==> src/rtl/lsu_pkg.sv <==
// Shared types and helpers for the LSU memory stage.
package lsu_pkg;

  // Entry fields are sized for the widest supported configuration (64-bit, 8 lanes).
  localparam int unsigned RD_W_MAX = 8;
  localparam int unsigned OFF_W    = 3;

  typedef enum logic [1:0] {
    SZ_B = 2'd0,
    SZ_H = 2'd1,
    SZ_W = 2'd2,
    SZ_D = 2'd3
  } lsu_size_e;

  typedef struct packed {
    logic [RD_W_MAX-1:0] rd;
    lsu_size_e           size;
    logic                zext;
    logic [OFF_W-1:0]    offset;
    logic                kill;
  } lq_entry_t;

  // Byte-enable mask: 2^size contiguous lanes starting at lane 'off'.
  function automatic logic [7:0] be_mask(lsu_size_e size, logic [OFF_W-1:0] off);
    logic [15:0] m;
    m = (16'd1 << (5'd1 << 2'(size))) - 16'd1;
    return 8'(m << off);
  endfunction

  // Sign- or zero-extend the low 2^size bytes of d.
  function automatic logic [63:0] extend(logic [63:0] d, lsu_size_e size, logic zext);
    logic [63:0] r;
    case (size)
      SZ_B:    r = {{56{~zext & d[7]}},  d[7:0]};
      SZ_H:    r = {{48{~zext & d[15]}}, d[15:0]};
      SZ_W:    r = {{32{~zext & d[31]}}, d[31:0]};
      default: r = d;
    endcase
    return r;
  endfunction

endpackage

==> src/rtl/lsu_mem_ctrl_load_queue.sv <==
// Circular FIFO of outstanding loads; kill_all marks every stored entry as squashed.
module lsu_load_queue
  import lsu_pkg::*;
#(
  parameter int unsigned DEPTH = 4,
  localparam int unsigned PW = $clog2(DEPTH),
  localparam int unsigned CW = PW + 1
) (
  input  logic          clk,
  input  logic          rst,
  input  logic          push_i,
  input  lq_entry_t     push_entry_i,
  input  logic          pop_i,
  input  logic          kill_all_i,
  output lq_entry_t     head_o,
  output logic [CW-1:0] count_o,
  output logic          full_o,
  output logic          empty_o
);

  lq_entry_t     ent_q [DEPTH];
  logic [PW-1:0] wr_ptr_q;
  logic [PW-1:0] rd_ptr_q;
  logic [CW-1:0] count_q;
  logic          do_push_c;
  logic          do_pop_c;

  assign full_o    = (count_q == CW'(DEPTH));
  assign empty_o   = (count_q == '0);
  assign count_o   = count_q;
  assign head_o    = ent_q[rd_ptr_q];
  assign do_push_c = push_i && !full_o;
  assign do_pop_c  = pop_i && !empty_o;

  // Storage, pointers (wrap naturally, DEPTH is a power of 2) and occupancy.
  always_ff @(posedge clk or negedge rst) begin
    if (!rst) begin
      for (int i = 0; i < DEPTH; i++) ent_q[i] <= '0;
      wr_ptr_q <= '0;
      rd_ptr_q <= '0;
      count_q  <= '0;
    end else begin
      if (kill_all_i) begin
        for (int i = 0; i < DEPTH; i++) ent_q[i].kill <= 1'b1;
      end
      if (do_push_c) begin
        ent_q[wr_ptr_q] <= push_entry_i;
        wr_ptr_q        <= wr_ptr_q + PW'(1);
      end
      if (do_pop_c) rd_ptr_q <= rd_ptr_q + PW'(1);
      count_q <= count_q + CW'(do_push_c) - CW'(do_pop_c);
    end
  end

endmodule

==> src/rtl/lsu_mem_ctrl.sv <==
// LSU memory stage: address formation, lane alignment, req/gnt issue, in-order load writeback.
module lsu_mem_ctrl
  import lsu_pkg::*;
#(
  parameter int unsigned XLEN   = 32,
  parameter int unsigned ADDR_W = 32,
  parameter int unsigned DEPTH  = 4,
  parameter int unsigned REG_AW = 5,
  localparam int unsigned NB    = XLEN / 8
) (
  input  logic              clk,
  input  logic              rst,
  input  logic              op_valid,
  output logic              op_ready,
  input  logic              op_is_load,
  input  logic [1:0]        op_size,
  input  logic              op_zero_ext,
  input  logic [REG_AW-1:0] op_rd,
  input  logic [XLEN-1:0]   op_base,
  input  logic [XLEN-1:0]   op_wdata,
  input  logic [11:0]       op_imm,
  input  logic              flush,
  output logic              mem_req,
  output logic              mem_we,
  output logic [ADDR_W-1:0] mem_addr,
  output logic [NB-1:0]     mem_be,
  output logic [XLEN-1:0]   mem_wdata,
  input  logic              mem_gnt,
  input  logic              mem_rvalid,
  input  logic [XLEN-1:0]   mem_rdata,
  output logic              wb_valid,
  output logic [REG_AW-1:0] wb_rd,
  output logic [XLEN-1:0]   wb_data,
  output logic              misalign,
  output logic              busy
);

  localparam int unsigned LW = $clog2(NB);
  localparam int unsigned CW = $clog2(DEPTH) + 1;

  logic [XLEN-1:0]   ea_c;
  logic [LW-1:0]     off_c;
  logic [2:0]        amask_c;
  logic              mis_c;
  logic              pending_load_c;
  logic              accept_c;
  logic              pop_c;
  logic [XLEN-1:0]   rshift_c;
  lq_entry_t         push_entry_c;
  lq_entry_t         head_c;
  logic [CW-1:0]     lq_count;
  logic              lq_full;
  logic              lq_empty;
  logic              unused_c;

  logic              req_q, req_d;
  logic              we_q, we_d;
  logic [ADDR_W-1:0] addr_q, addr_d;
  logic [NB-1:0]     be_q, be_d;
  logic [XLEN-1:0]   wdata_q, wdata_d;
  logic [REG_AW-1:0] rd_q, rd_d;
  lsu_size_e         size_q, size_d;
  logic              zext_q, zext_d;
  logic [LW-1:0]     off_q, off_d;
  logic              mis_q, mis_d;
  logic              wb_valid_q, wb_valid_d;
  logic [REG_AW-1:0] wb_rd_q, wb_rd_d;
  logic [XLEN-1:0]   wb_data_q, wb_data_d;

  // Effective address and alignment / legal-size check.
  assign ea_c    = op_base + {{(XLEN-12){op_imm[11]}}, op_imm};
  assign off_c   = ea_c[LW-1:0];
  assign amask_c = 3'((4'd1 << op_size) - 4'd1);
  assign mis_c   = (32'(op_size) > LW) || ((ea_c[2:0] & amask_c) != 3'd0);

  // Ready: request slot free and room for one more load counting the pending one.
  assign pending_load_c = req_q && !we_q;
  assign op_ready = (!req_q || mem_gnt) &&
                    !(op_is_load && ((lq_count + CW'(pending_load_c)) >= CW'(DEPTH)));
  assign accept_c = op_valid && op_ready && !flush;
  assign pop_c    = mem_rvalid && !lq_empty;
  assign rshift_c = mem_rdata >> {head_c.offset[LW-1:0], 3'b000};

  // Queue entry for the load being granted; a grant during flush is recorded as killed.
  always_comb begin
    push_entry_c        = '0;
    push_entry_c.rd     = RD_W_MAX'(rd_q);
    push_entry_c.size   = size_q;
    push_entry_c.zext   = zext_q;
    push_entry_c.offset = OFF_W'(off_q);
    push_entry_c.kill   = flush;
  end

  lsu_load_queue #(.DEPTH(DEPTH)) u_lq (
    .clk          (clk),
    .rst          (rst),
    .push_i       (pending_load_c && mem_gnt),
    .push_entry_i (push_entry_c),
    .pop_i        (pop_c),
    .kill_all_i   (flush),
    .head_o       (head_c),
    .count_o      (lq_count),
    .full_o       (lq_full),
    .empty_o      (lq_empty)
  );

  // Next state of the request and writeback registers.
  always_comb begin
    req_d      = req_q;
    we_d       = we_q;
    addr_d     = addr_q;
    be_d       = be_q;
    wdata_d    = wdata_q;
    rd_d       = rd_q;
    size_d     = size_q;
    zext_d     = zext_q;
    off_d      = off_q;
    mis_d      = accept_c && mis_c;
    wb_valid_d = pop_c && !head_c.kill && !flush;
    wb_rd_d    = wb_rd_q;
    wb_data_d  = wb_data_q;

    if (flush) begin
      req_d = 1'b0;
    end else if (accept_c && !mis_c) begin
      req_d   = 1'b1;
      we_d    = !op_is_load;
      addr_d  = ADDR_W'(ea_c) & ~ADDR_W'(NB - 1);
      be_d    = NB'(be_mask(lsu_size_e'(op_size), OFF_W'(off_c)));
      wdata_d = op_wdata << {off_c, 3'b000};
      rd_d    = op_rd;
      size_d  = lsu_size_e'(op_size);
      zext_d  = op_zero_ext;
      off_d   = off_c;
    end else if (mem_gnt) begin
      req_d = 1'b0;
    end

    if (wb_valid_d) begin
      wb_rd_d   = REG_AW'(head_c.rd);
      wb_data_d = XLEN'(extend(64'(rshift_c), head_c.size, head_c.zext));
    end
  end

  // State registers.
  always_ff @(posedge clk or negedge rst) begin
    if (!rst) begin
      req_q      <= 1'b0;
      we_q       <= 1'b0;
      addr_q     <= '0;
      be_q       <= '0;
      wdata_q    <= '0;
      rd_q       <= '0;
      size_q     <= SZ_B;
      zext_q     <= 1'b0;
      off_q      <= '0;
      mis_q      <= 1'b0;
      wb_valid_q <= 1'b0;
      wb_rd_q    <= '0;
      wb_data_q  <= '0;
    end else begin
      req_q      <= req_d;
      we_q       <= we_d;
      addr_q     <= addr_d;
      be_q       <= be_d;
      wdata_q    <= wdata_d;
      rd_q       <= rd_d;
      size_q     <= size_d;
      zext_q     <= zext_d;
      off_q      <= off_d;
      mis_q      <= mis_d;
      wb_valid_q <= wb_valid_d;
      wb_rd_q    <= wb_rd_d;
      wb_data_q  <= wb_data_d;
    end
  end

  assign mem_req   = req_q;
  assign mem_we    = we_q;
  assign mem_addr  = addr_q;
  assign mem_be    = be_q;
  assign mem_wdata = wdata_q;
  assign wb_valid  = wb_valid_q;
  assign wb_rd     = wb_rd_q;
  assign wb_data   = wb_data_q;
  assign misalign  = mis_q;
  assign busy      = req_q || !lq_empty;

  // Absorbs entry/address bits wider than this configuration needs.
  assign unused_c = ^{lq_full, head_c.rd, head_c.offset, ea_c};

  // Read data with nothing outstanding is a memory-side protocol error.
  a_no_orphan_rvalid: assert property (@(posedge clk) disable iff (!rst) !(mem_rvalid && lq_empty))
    else $error("lsu_mem_ctrl: mem_rvalid with empty load queue");

endmodule

==> config.mk <==
export PLATFORM = sky130hd
export DESIGN_NAME = lsu_mem_ctrl
export DESIGN_NICKNAME = d
export VERILOG_FILES = /design/src/rtl/lsu_pkg.sv /design/src/rtl/lsu_mem_ctrl_load_queue.sv /design/src/rtl/lsu_mem_ctrl.sv
export SDC_FILE = /design/constraint.sdc
export NUM_CORES = 1
export LEC_CHECK = 0
export ABC_AREA = 1
export BUFFER_PORTS_ARGS = -buffer_cell sky130_fd_sc_hd__buf_4
export CAP_MARGIN = 20
export CORE_ASPECT_RATIO = 1.2
export CORE_UTILIZATION = 61
export DETAILED_ROUTE_END_ITERATION = 8
export GPL_ROUTABILITY_DRIVEN = 0
export PLACE_DENSITY = 0.89
export SLEW_MARGIN = 20
export SYNTH_ARGS = -nofsm -noshare
export SYNTH_HDL_FRONTEND = slang
export SYNTH_HIERARCHICAL = 1
export SYNTH_SLANG_ARGS = --single-unit
==> constraint.sdc <==
create_clock -name clk -period 6 [get_ports clk]
set_clock_uncertainty 0.05 [all_clocks]
set_input_delay 0.3 -clock clk [delete_from_list [all_inputs] [get_ports clk]]
set_output_delay 0.3 -clock clk [all_outputs]
set_load 0.01 [all_outputs]
Word-level counts from Yosys, hierarchy flattened
Index checks and enable logic that the tools add are counted.
W data, S select, Z words.
{"block": "word_totals", "regBits": 184, "latchBits": 0, "ram_bits": 0, "romBits": 0, "in_bits": 123, "output_inout_bits": 111, "n_memories": 0}
{"block": "op_classes", "n_addsub": 8, "n_mul": 0, "div_mod_pow": 0, "order_cmp": 5, "n_eq_ne": 3, "shifts": 6, "mux": 15, "bitwise": 7, "reduce_logical": 31}
{"op": "$pmux W32 S3", "n": 1}
{"op": "$bwmux W60", "n": 1}
{"op": "$mux W46", "n": 1}
{"op": "$add A32 B32 Y32", "n": 1}
{"op": "$shl A32 B5 Y32", "n": 1}
{"op": "$shr A32 B5 Y32", "n": 1}
{"op": "$bmux W15 S2", "n": 1}
{"op": "$demux W15 S2", "n": 1}
{"op": "$mux W12", "n": 2}
{"op": "$shl A1 B5 Y16 const A", "n": 1}
{"op": "$shl A16 B2 Y4", "n": 1}
{"op": "$sub A16 B1 Y16 const B", "n": 1}
{"op": "$mux W15", "n": 1}
{"op": "$logic_and A1 B1 Y1", "n": 14}
{"op": "$ge A3 B3 Y1 const B", "n": 3}
{"op": "$logic_not A1 Y1", "n": 9}
{"op": "$mux W1", "n": 7}
{"op": "$add A3 B1 Y3", "n": 2}
{"op": "$not A2 Y3", "n": 2}
{"op": "$reduce_bool A3 Y1", "n": 2}
{"op": "$shl A1 B2 Y5 const A", "n": 1}
{"op": "$add A2 B1 Y2 const B", "n": 2}
{"op": "$and A3 B3 Y3", "n": 1}
{"op": "$eq A3 B3 Y1 const B", "n": 1}
{"op": "13 further kinds", "n": 17}

Depth between registers and ports, before layout
Gate-level depths: netlist (run 1).
{"block": "logic_depth", "depth_word": 12, "depth_mapped": 17, "ltp_nobuf": 15}

Cells and area by module
Netlist (run 1), hierarchy kept.
{"module": "lsu_mem_ctrl", "instances": 1, "cells_each": 1219, "area_each_um2": 8020.2, "seq_area_each_um2": 2927.8}
{"module": "lsu_load_queue", "instances": 1, "cells_each": 436, "area_each_um2": 3437.0, "seq_area_each_um2": 1676.6}

Worst setup path before layout (run 1)
No wires, ideal clock.
{"block": "synth_timing", "path_type": "input-to-reg", "startpoint": "input port op_base[0]", "endpoint": "register addr_q[16] (netlist: mem_addr[16])", "t_arrival_ns": 2.023, "required_time_ns": 5.818, "path_slack_ns": 3.795, "path_stages": 13, "path_cell_list": "ha_1 -> fa_1 -> buf_6 -> inv_2 -> nor2_1 -> nor3_2 -> inv_2 -> nor2_4 -> inv_2 -> buf_6 -> buf_6 -> nand2_1 -> o21ai_1"}
{"block": "synth_between", "elab_chain_cells": 7}
{"element": "start, declared", "line": "lsu_mem_ctrl.sv:19", "rtl": "input logic [XLEN-1:0] op_base,"}
{"element": "$add A32 B32 Y32", "line": "lsu_mem_ctrl.sv:71", "rtl": "assign ea_c = op_base + {{(XLEN-12){op_imm[11]}}, op_imm};"}
{"element": "via ea_c[1]", "line": "lsu_mem_ctrl.sv:41", "rtl": "logic [XLEN-1:0] ea_c;"}
{"element": "$and A3 B3 Y3", "line": "lsu_mem_ctrl.sv:74", "rtl": "assign mis_c = (32'(op_size) > LW) || ((ea_c[2:0] & amask_c) != 3'd0);"}
{"element": "$reduce_bool A3 Y1", "line": "lsu_mem_ctrl.sv:74"}
{"element": "$logic_or A1 B1 Y1", "line": "lsu_mem_ctrl.sv:74"}
{"element": "$logic_not A1 Y1", "line": "lsu_mem_ctrl.sv:125", "rtl": "end else if (accept_c && !mis_c) begin"}
{"element": "$logic_and A1 B1 Y1", "line": "lsu_mem_ctrl.sv:125"}
{"element": "$reduce_and A2 Y1 (no source line)"}
{"element": "end signal, assigned", "line": "lsu_mem_ctrl.sv:164", "rtl": "addr_q <= addr_d;"}
{"element": "end, declared", "line": "lsu_mem_ctrl.sv:58", "rtl": "logic [ADDR_W-1:0] addr_q, addr_d;"}
The timed path passes the listed nets, and every way through them passes these cells.
A chain may end at the register's enable or synchronous reset.

==> impl_summary.md, run 1 <==
Outcome
The flow ran to the end, and the final reports show no timing, DRC or antenna violations.

Clock network
In this run, post-CTS hold repair placed 2 buffers. Once the clock tree was built, the resizer swapped 0 gates to a different size. TritonCTS built the clock tree. The setup fix buffers added after clock tree synthesis is 0. The number of clock buffers inserted by TritonCTS is 17. The H-tree was split into 4 levels. Clock-pin slew was measured on the worst setup and hold paths at 0.07 ns. The clock net in this run drives a total of 168 sinks. The clock insertion delay at the later pin of the skew report is 0.43 ns.

The deepest clock path buffer count is 2. The cell sitting at the root of the clock tree is a sky130_fd_sc_hd__clkbuf_16.

Placed design
Detailed placement ended at an HPWL of 21900 um. The standard cell area after detailed placement is 0.0123 mm^2. The port buffer count is 231. Prior to clock tree synthesis, the placed netlist has a worst setup slack of 2.31 ns.

Pwr
The overall power after layout is 5.55 mW. In this run the power density over the cells is 428 mW/mm^2. The highest ir drop seen on vdd is 274 uV. In this run the static leakage power is 7.24 nW.

Floorplanning
For this configuration, the core starts out at a cell density of 0.629. The total area inside the core boundary comes to 0.0170 mm^2. The floorplan step set the die width to 123 um. The overall die height is 147 um. The die outline area is 0.0181 mm^2.

The boundary pin count is 234. Row generation in the floorplan step produced 52 rows.

Critical path
The kind of end point of the critical path is a register. In this run the worst path has a maximum fanout of 32. The arrival time of data at the critical path endpoint is 3.87 ns. The endpoint required time on the critical path is 6.32 ns. The critical path in this run is classified as register to register. STA classifies the critical path startpoint as a register.

GRT
The global-route wire length before repair is 48100 um. Summed over all layers, the global routing overflow is 0. The number of global-route vias before repair is 10330. The global-route total usage across every layer is 0.337. Entering global routing, the biggest net connects 107 pins. The initial antenna violation count was 0.

Synth
Yosys printed 6 warnings. The cell count after synthesis came out at 1566. The cell area that synthesis handed to floorplanning was 0.0107 mm^2. The average size of a mapped cell is 6.85 um^2.

Timing
Setup repair after global routing left no endpoint under its margin. The max-slew violation count was 0. Setup violations remaining at the end of the flow were counted as 0.

In the finished design, the share of the clock period the worst path needs comes to 0.591. The smallest setup slack after layout is 2.45 ns. Based on the critical path, the design can be clocked at up to 0.282 GHz. The final sum of negative setup slack is 0 ns. The relative slew slack is 0.342. For the pin with the worst max-slew slack, the measured transition is 0.986 ns.

The final number of hold-violating endpoints is 0. The final critical delay including setup and external delays is 3.55 ns.

Route
Across all layers, the routed design uses 11038 vias. In this run the remaining antenna-violating nets after routing total 0. The number of design rule violations left after detail routing is 0. Wires add up to 30000 um. The first detailed-routing pass ran for 6 iterations.

The wire length per cell is 15.2 um. The detailed router finished its first iteration with 963 violations. After detailed routing, the number of vias per cell comes to 5.59.

Run
Max-cap violations in this run came to 0.

Cells and area
The filler cells instantiated in the layout total 1301. Measured on the finished design, the core utilization comes to 0.761. Of the cells placed in the final design, the portion with a size suffix greater than 1 is 0.173. The antenna diode count is 0.

The summed area of non-filler cells in the final layout is 0.0130 mm^2. The synthesis-to-layout area growth is 20.9%. The net count of the finished layout is 1909.

Hold path
The min-delay analysis places its worst path in the category input port to register.
[layout by cell type (no fill, tap or decap), types with 2 or more instances in the layout]
cell type,instances
sky130_fd_sc_hd__nand2_1,646
sky130_fd_sc_hd__buf_4,237
sky130_fd_sc_hd__dfrtp_1,168
sky130_fd_sc_hd__inv_1,164
sky130_fd_sc_hd__nor2_1,107
sky130_fd_sc_hd__nand3_1,80
sky130_fd_sc_hd__o21ai_0,56
sky130_fd_sc_hd__nand4_1,45
sky130_fd_sc_hd__o21ai_1,42
sky130_fd_sc_hd__ha_1,40
sky130_fd_sc_hd__a21oi_1,27
sky130_fd_sc_hd__xnor2_1,18
sky130_fd_sc_hd__clkbuf_16,17
sky130_fd_sc_hd__o22ai_1,16
sky130_fd_sc_hd__o31ai_1,15
sky130_fd_sc_hd__or2_2,9
sky130_fd_sc_hd__inv_2,8
sky130_fd_sc_hd__o211ai_1,8
sky130_fd_sc_hd__inv_6,5
sky130_fd_sc_hd__nor3_1,4
sky130_fd_sc_hd__nand3_2,4
sky130_fd_sc_hd__o21bai_1,3
sky130_fd_sc_hd__nand3b_1,3
sky130_fd_sc_hd__o21ai_2,3
sky130_fd_sc_hd__clkinv_4,3
sky130_fd_sc_hd__nor2_2,2
sky130_fd_sc_hd__nor3_2,2
sky130_fd_sc_hd__nand2_2,2
sky130_fd_sc_hd__fa_1,2
sky130_fd_sc_hd__conb_1,2
sky130_fd_sc_hd__clkinvlp_4,2
sky130_fd_sc_hd__inv_8,2
sky130_fd_sc_hd__bufinv_16,2
sky130_fd_sc_hd__dlygate4sd3_1,2
[final cells by class]
| type | instances | area, um^2 | area share |
|---|---|---|---|
| Multi-Input combinational cell | 1144 | 5420 | 0.418 |
| Sequential cell | 168 | 4200 | 0.324 |
| Timing Repair Buffer | 240 | 1810 | 0.140 |
| Inverter | 173 | 649 | 0.0501 |
| Clock buffer | 17 | 425 | 0.0328 |
| Tap cell | 216 | 270 | 0.0208 |
| Clock inverter | 15 | 184 | 0.0142 |
[worst max-delay path, cell delays in order (launching register included)]
cell and delay (ns):
sky130_fd_sc_hd__dfrtp_1 0.92, sky130_fd_sc_hd__inv_2 0.36, sky130_fd_sc_hd__o21ai_0 0.28, sky130_fd_sc_hd__o21ai_1 0.13, sky130_fd_sc_hd__buf_4 0.23, sky130_fd_sc_hd__inv_2 0.38
sky130_fd_sc_hd__nand2_1 0.09, sky130_fd_sc_hd__o21ai_1 0.20, sky130_fd_sc_hd__nor2_1 0.07, sky130_fd_sc_hd__a21oi_1 0.18, sky130_fd_sc_hd__nand2_1 0.11, sky130_fd_sc_hd__nand2_1 0.09
sky130_fd_sc_hd__inv_2 0.09, sky130_fd_sc_hd__o21ai_0 0.10, sky130_fd_sc_hd__o21ai_0 0.12, sky130_fd_sc_hd__inv_1 0.07
[stage by stage]
step / instances / hold slack [ns]
floorplan: 1567 / -0.0456
global placement: 1939 / 0.398
detailed placement: 1939 / 0.404
CTS: 1973 / 0.00898
global route: 1973 / 0.0321
finish: 1973 / 0.0155
[state kept, by name (all words and copies together) (netlist names)]
name           cells
mem_addr          30
size_q             2
wb_rd              5
zext_q             1
u_lq/count_o       3
misalign           1
off_q              2
u_lq/rd_ptr_q      2
mem_we             1
mem_be             4
u_lq/wr_ptr_q      2
wb_valid           1
wb_data           32
rd_q               5
mem_req            1
u_lq/ent_q        44
mem_wdata         32
[power by group]
group,leakage [nW],switching [mW],internal [mW]
combinational,4.81,1.46,0.996
sequential,2.13,0.375,1.59
clock,0.292,0.498,0.630
[layer usage]
metal,part of all wire,global-route usage,vias up
met1,0.39,0.416,5068
met3,0.072,0.0559,126
li1,-,-,5295
met2,0.49,0.553,549
met4,0.052,0.197,0
met5,0,0,-
[final timing paths]
path                                        from           end  slack, ns  depth (start not counted)
min in group asynchronous                    rst   wb_data[21]       0.47                          2
worst min-delay path                    op_rd[0]       rd_q[0]       0.02                          3
max in group asynchronous                    rst  mem_addr[13]       4.05                          3
worst max register to register  u_lq/rd_ptr_q[0]   wb_data[15]       2.45                         15
worst max-delay path            u_lq/rd_ptr_q[0]   wb_data[15]       2.45                         15
worst min register to register          wb_rd[3]      wb_rd[3]       0.42                          2
(Power assumes the default switching activity.)
==> inputs of run 2 (changes only) <==
- CORE_UTILIZATION: 61 -> 51
- PLACE_DENSITY: 0.89 -> 0.8
- clock period: 6 -> 3.17 ns (I/O delays scaled with it)
==> impl_summary.md, run 2 (same netlist as run 1, synthesis figures left out) <==
GRT
The maximum number of pins on one net before global-route repair is 88 (was 107). The initial antenna violation count is 0 (unchanged). The remaining global-route overflow is 0 (unchanged). The global-route total usage across every layer is 0.281 (was 0.337).

The global-route wire length before repair was 48600 um (was 48100 um). The number of global-route vias before repair is 10220 (was 10330).

Critical path
The critical path startpoint category is a register (unchanged). Cell breakdown of the critical path: inv_1, o21ai_0, o21ai_1, inv_2, o21ai_1, nor2_1, a21oi_1, nand2_1, nand2_2, o22ai_1, inv_1 (was inv_2, o21ai_0, o21ai_1, buf_4, inv_2, nand2_1, o21ai_1, nor2_1, a21oi_1, nand2_1, nand2_1, inv_2, o21ai_0, o21ai_0, inv_1). The cell type of the slowest stage on the worst timing path was sky130_fd_sc_hd__inv_1 (was sky130_fd_sc_hd__dfrtp_1). The arrival time of data at the critical path endpoint is 3.08 ns (was 3.87 ns). The category of the most critical setup path is register to register (unchanged).

The kind of end point of the critical path is a register (unchanged). The endpoint required time on the critical path is 3.49 ns (was 6.32 ns). The cell family with the largest share of critical-path delay is compound AO/OA/AOI/OAI gates (was buffers and inverters). The number of buffer and inverter stages on the critical path came to 3 (was 5). The largest stage delay on the critical path was 0.45 ns (was 0.92 ns). The highest net fanout along the worst path was 22 (was 32).

Cells and area
The antenna diode count is 0 (unchanged). The fill cell instance count of the final layout was 1818 (was 1301). The number of flip-flops in the largest register was 44 (unchanged). The synthesis-to-layout area growth is 24.4% (was 20.9%). The number of nets in the finished design was 1938 (was 1909). The number of non-filler instances in the completed layout is 2051 (was 1973). The share of cells above drive strength 1 is 0.177 (was 0.173). The summed area of non-filler cells in the final layout came to 0.0133 mm^2 (was 0.0130 mm^2). Highest-count cells in the layout ignoring fill and taps: 646 x sky130_fd_sc_hd__nand2_1, 248 x sky130_fd_sc_hd__buf_4, 168 x sky130_fd_sc_hd__dfrtp_1 (was 646 x sky130_fd_sc_hd__nand2_1, 237 x sky130_fd_sc_hd__buf_4, 168 x sky130_fd_sc_hd__dfrtp_1). The final core utilization is 0.654 (was 0.761). The leading cell type in the layout, fill and taps excluded is sky130_fd_sc_hd__nand2_1 (unchanged).

The register containing the most flip-flops in the final layout is u_lq/ent_q (unchanged).

Route
The total via count after detailed routing is 10794 (was 11038). The post-route antenna net violation count is 0 (unchanged). The met3 wirelength from detailed routing is 1990 um (was 2140 um). The routed length on met2 is 14700 um (about the same). The starting DRC count in detailed routing was 861 (was 963).

The number of design rule violations left after detail routing is 0 (unchanged). The wire length per cell is 14.4 um (was 15.2 um). The number of detailed-routing iterations run before antenna repair came to 7 (was 6). The sum of routed wire length over all layers came to 29500 um (was 30000 um). The average via count per standard cell is 5.26 (was 5.59). The top routing layer in use is met4 (unchanged). The routed metal-1 wirelength is 11800 um (was 11600 um).

Clock network
The number of clock buffers inserted by TritonCTS is 17 (unchanged). The clock insertion delay at the later pin of the skew report is 0.43 ns (about the same). The deepest clock path buffer count was 2 (unchanged). The clock tree root buffer cell was sky130_fd_sc_hd__clkbuf_16 (unchanged). The number of instances resized during post-cts repair is 0 (unchanged). The clock tree from TritonCTS is built (unchanged). The clock transition at the registers of the reported paths was 0.07 ns (about the same).

The maximum level of the CTS H-tree is 4 (unchanged). The total clock sinks is 168 (unchanged).

Placed design
The pre-CTS worst setup slack is 0.438 ns (was 2.31 ns). The port buffer count is 231 (unchanged). The standard cell area after detailed placement came to 0.0125 mm^2 (was 0.0123 mm^2). The half-perimeter wire length after placement is 22400 um (was 21900 um). The total placed cells including tap cells was 2000 (was 1939).

Timing
The final setup violation count is 0 (unchanged). The final sum of negative setup slack was 0 ns (unchanged). The worst slack on hold paths is 0.0163 ns (was 0.0155 ns).

Setup repair after global routing missed its margin: no (unchanged). The actual slew at the worst max-slew pin is 0.801 ns (was 0.986 ns). The relative slew slack is 0.466 (was 0.342). The smallest setup slack after layout came to 0.410 ns (was 2.45 ns). The highest clock rate was 0.362 GHz (was 0.282 GHz). The period utilization is 0.871 (was 0.591). The final critical delay including setup and external delays is 2.76 ns (was 3.55 ns). The max-slew violation count came to 0 (unchanged).

The final number of hold-violating endpoints is 0 (unchanged).

Pwr
The total internal power came to 6.32 mW (was 3.21 mW). The standby leakage power is 7.40 nW (was 7.24 nW). The switching power is 4.36 mW (was 2.34 mW). The power density over cell area is 800 mW/mm^2 (was 428 mW/mm^2). The highest ir drop seen on vdd is 538 uV (was 274 uV). The proportion of power drawn by flip-flops and latches is 0.342 (was 0.354).

The overall power after layout is 10.7 mW (was 5.55 mW). The proportion of total power due to net switching is 0.408 (was 0.421). The combinational share of power is 0.444 (was 0.443). The clock share of power is 0.213 (was 0.203).

Run
The number of violations of the max-capacitance limit is 0 (unchanged).

Floorplanning
The number of placement rows is 57 (was 52). The horizontal extent of the die is 134 um (was 123 um). The effective utilization at floorplan is 0.526 (was 0.629). The die outline area came to 0.0216 mm^2 (was 0.0181 mm^2). The boundary pin count is 234 (unchanged). The area inside the core boundary is 0.0204 mm^2 (was 0.0170 mm^2). The overall die height is 161 um (was 147 um).

Outcome
Run status: complete, no violations (unchanged).

Hold path
The kind of path behind the tightest hold check is input port to register (unchanged).
## run 2: worst paths after layout
check | startpoint | end | slack, ns | depth (start not counted)
min | op_wdata[12] | mem_wdata[12] | 0.02 | 3
max in group asynchronous | rst | rd_q[1] | 1.87 | 3
min reg2reg | u_lq/ent_q[41] | u_lq/ent_q[41] | 0.42 | 2
max reg2reg | u_lq/rd_ptr_q[1] | wb_data[29] | 0.41 | 11
max | u_lq/rd_ptr_q[1] | wb_data[29] | 0.41 | 11
min in group asynchronous | rst | wb_data[23] | 0.31 | 2
## run 2: metal layers
| metal | up-vias | GRT usage |
|---|---|---|
| li1 | 5352 | - |
| met1 | 4920 | 0.345 |
| met2 | 450 | 0.487 |
| met3 | 72 | 0.0385 |
| met4 | 0 | 0.126 |
| met5 | - | 0 |
## run 2: repair_timing
action / 4_1_cts / 5_1_grt
setup endpoints to repair: 0 / 0
hold endpoints to repair: 101 / 0
hold buffers: 19 / 0
setup buffers: 0 / 0
## run 2: layout make-up
class	count	area, um^2	share of cell area
Multi-Input combinational cell	1144	5420	0.407
Sequential cell	168	4200	0.315
Timing Repair Buffer	269	2080	0.156
Inverter	173	649	0.0487
Clock buffer	18	439	0.0329
Tap cell	265	332	0.0249
Clock inverter	14	210	0.0158
## run 2: worst min-delay path: cells and delay by family
| kind | cells | cell delay, ns |
|---|---|---|
| compound gates | 2 | 0.21 |
| buf+inv | 1 | 0.09 |
## run 2: power groups by stage
stage | sequential, mW | combinational [mW] | clock (mW)
2_1_floorplan | 3.79 | 2.68 | 0
4_1_cts | 3.65 | 4.74 | 2.31
6_report | 3.65 | 4.74 | 2.28
3_3_place_gp | 3.67 | 4.59 | 0
3_5_place_dp | 3.67 | 4.71 | 0
5_1_grt | 3.76 | 5.31 | 2.41
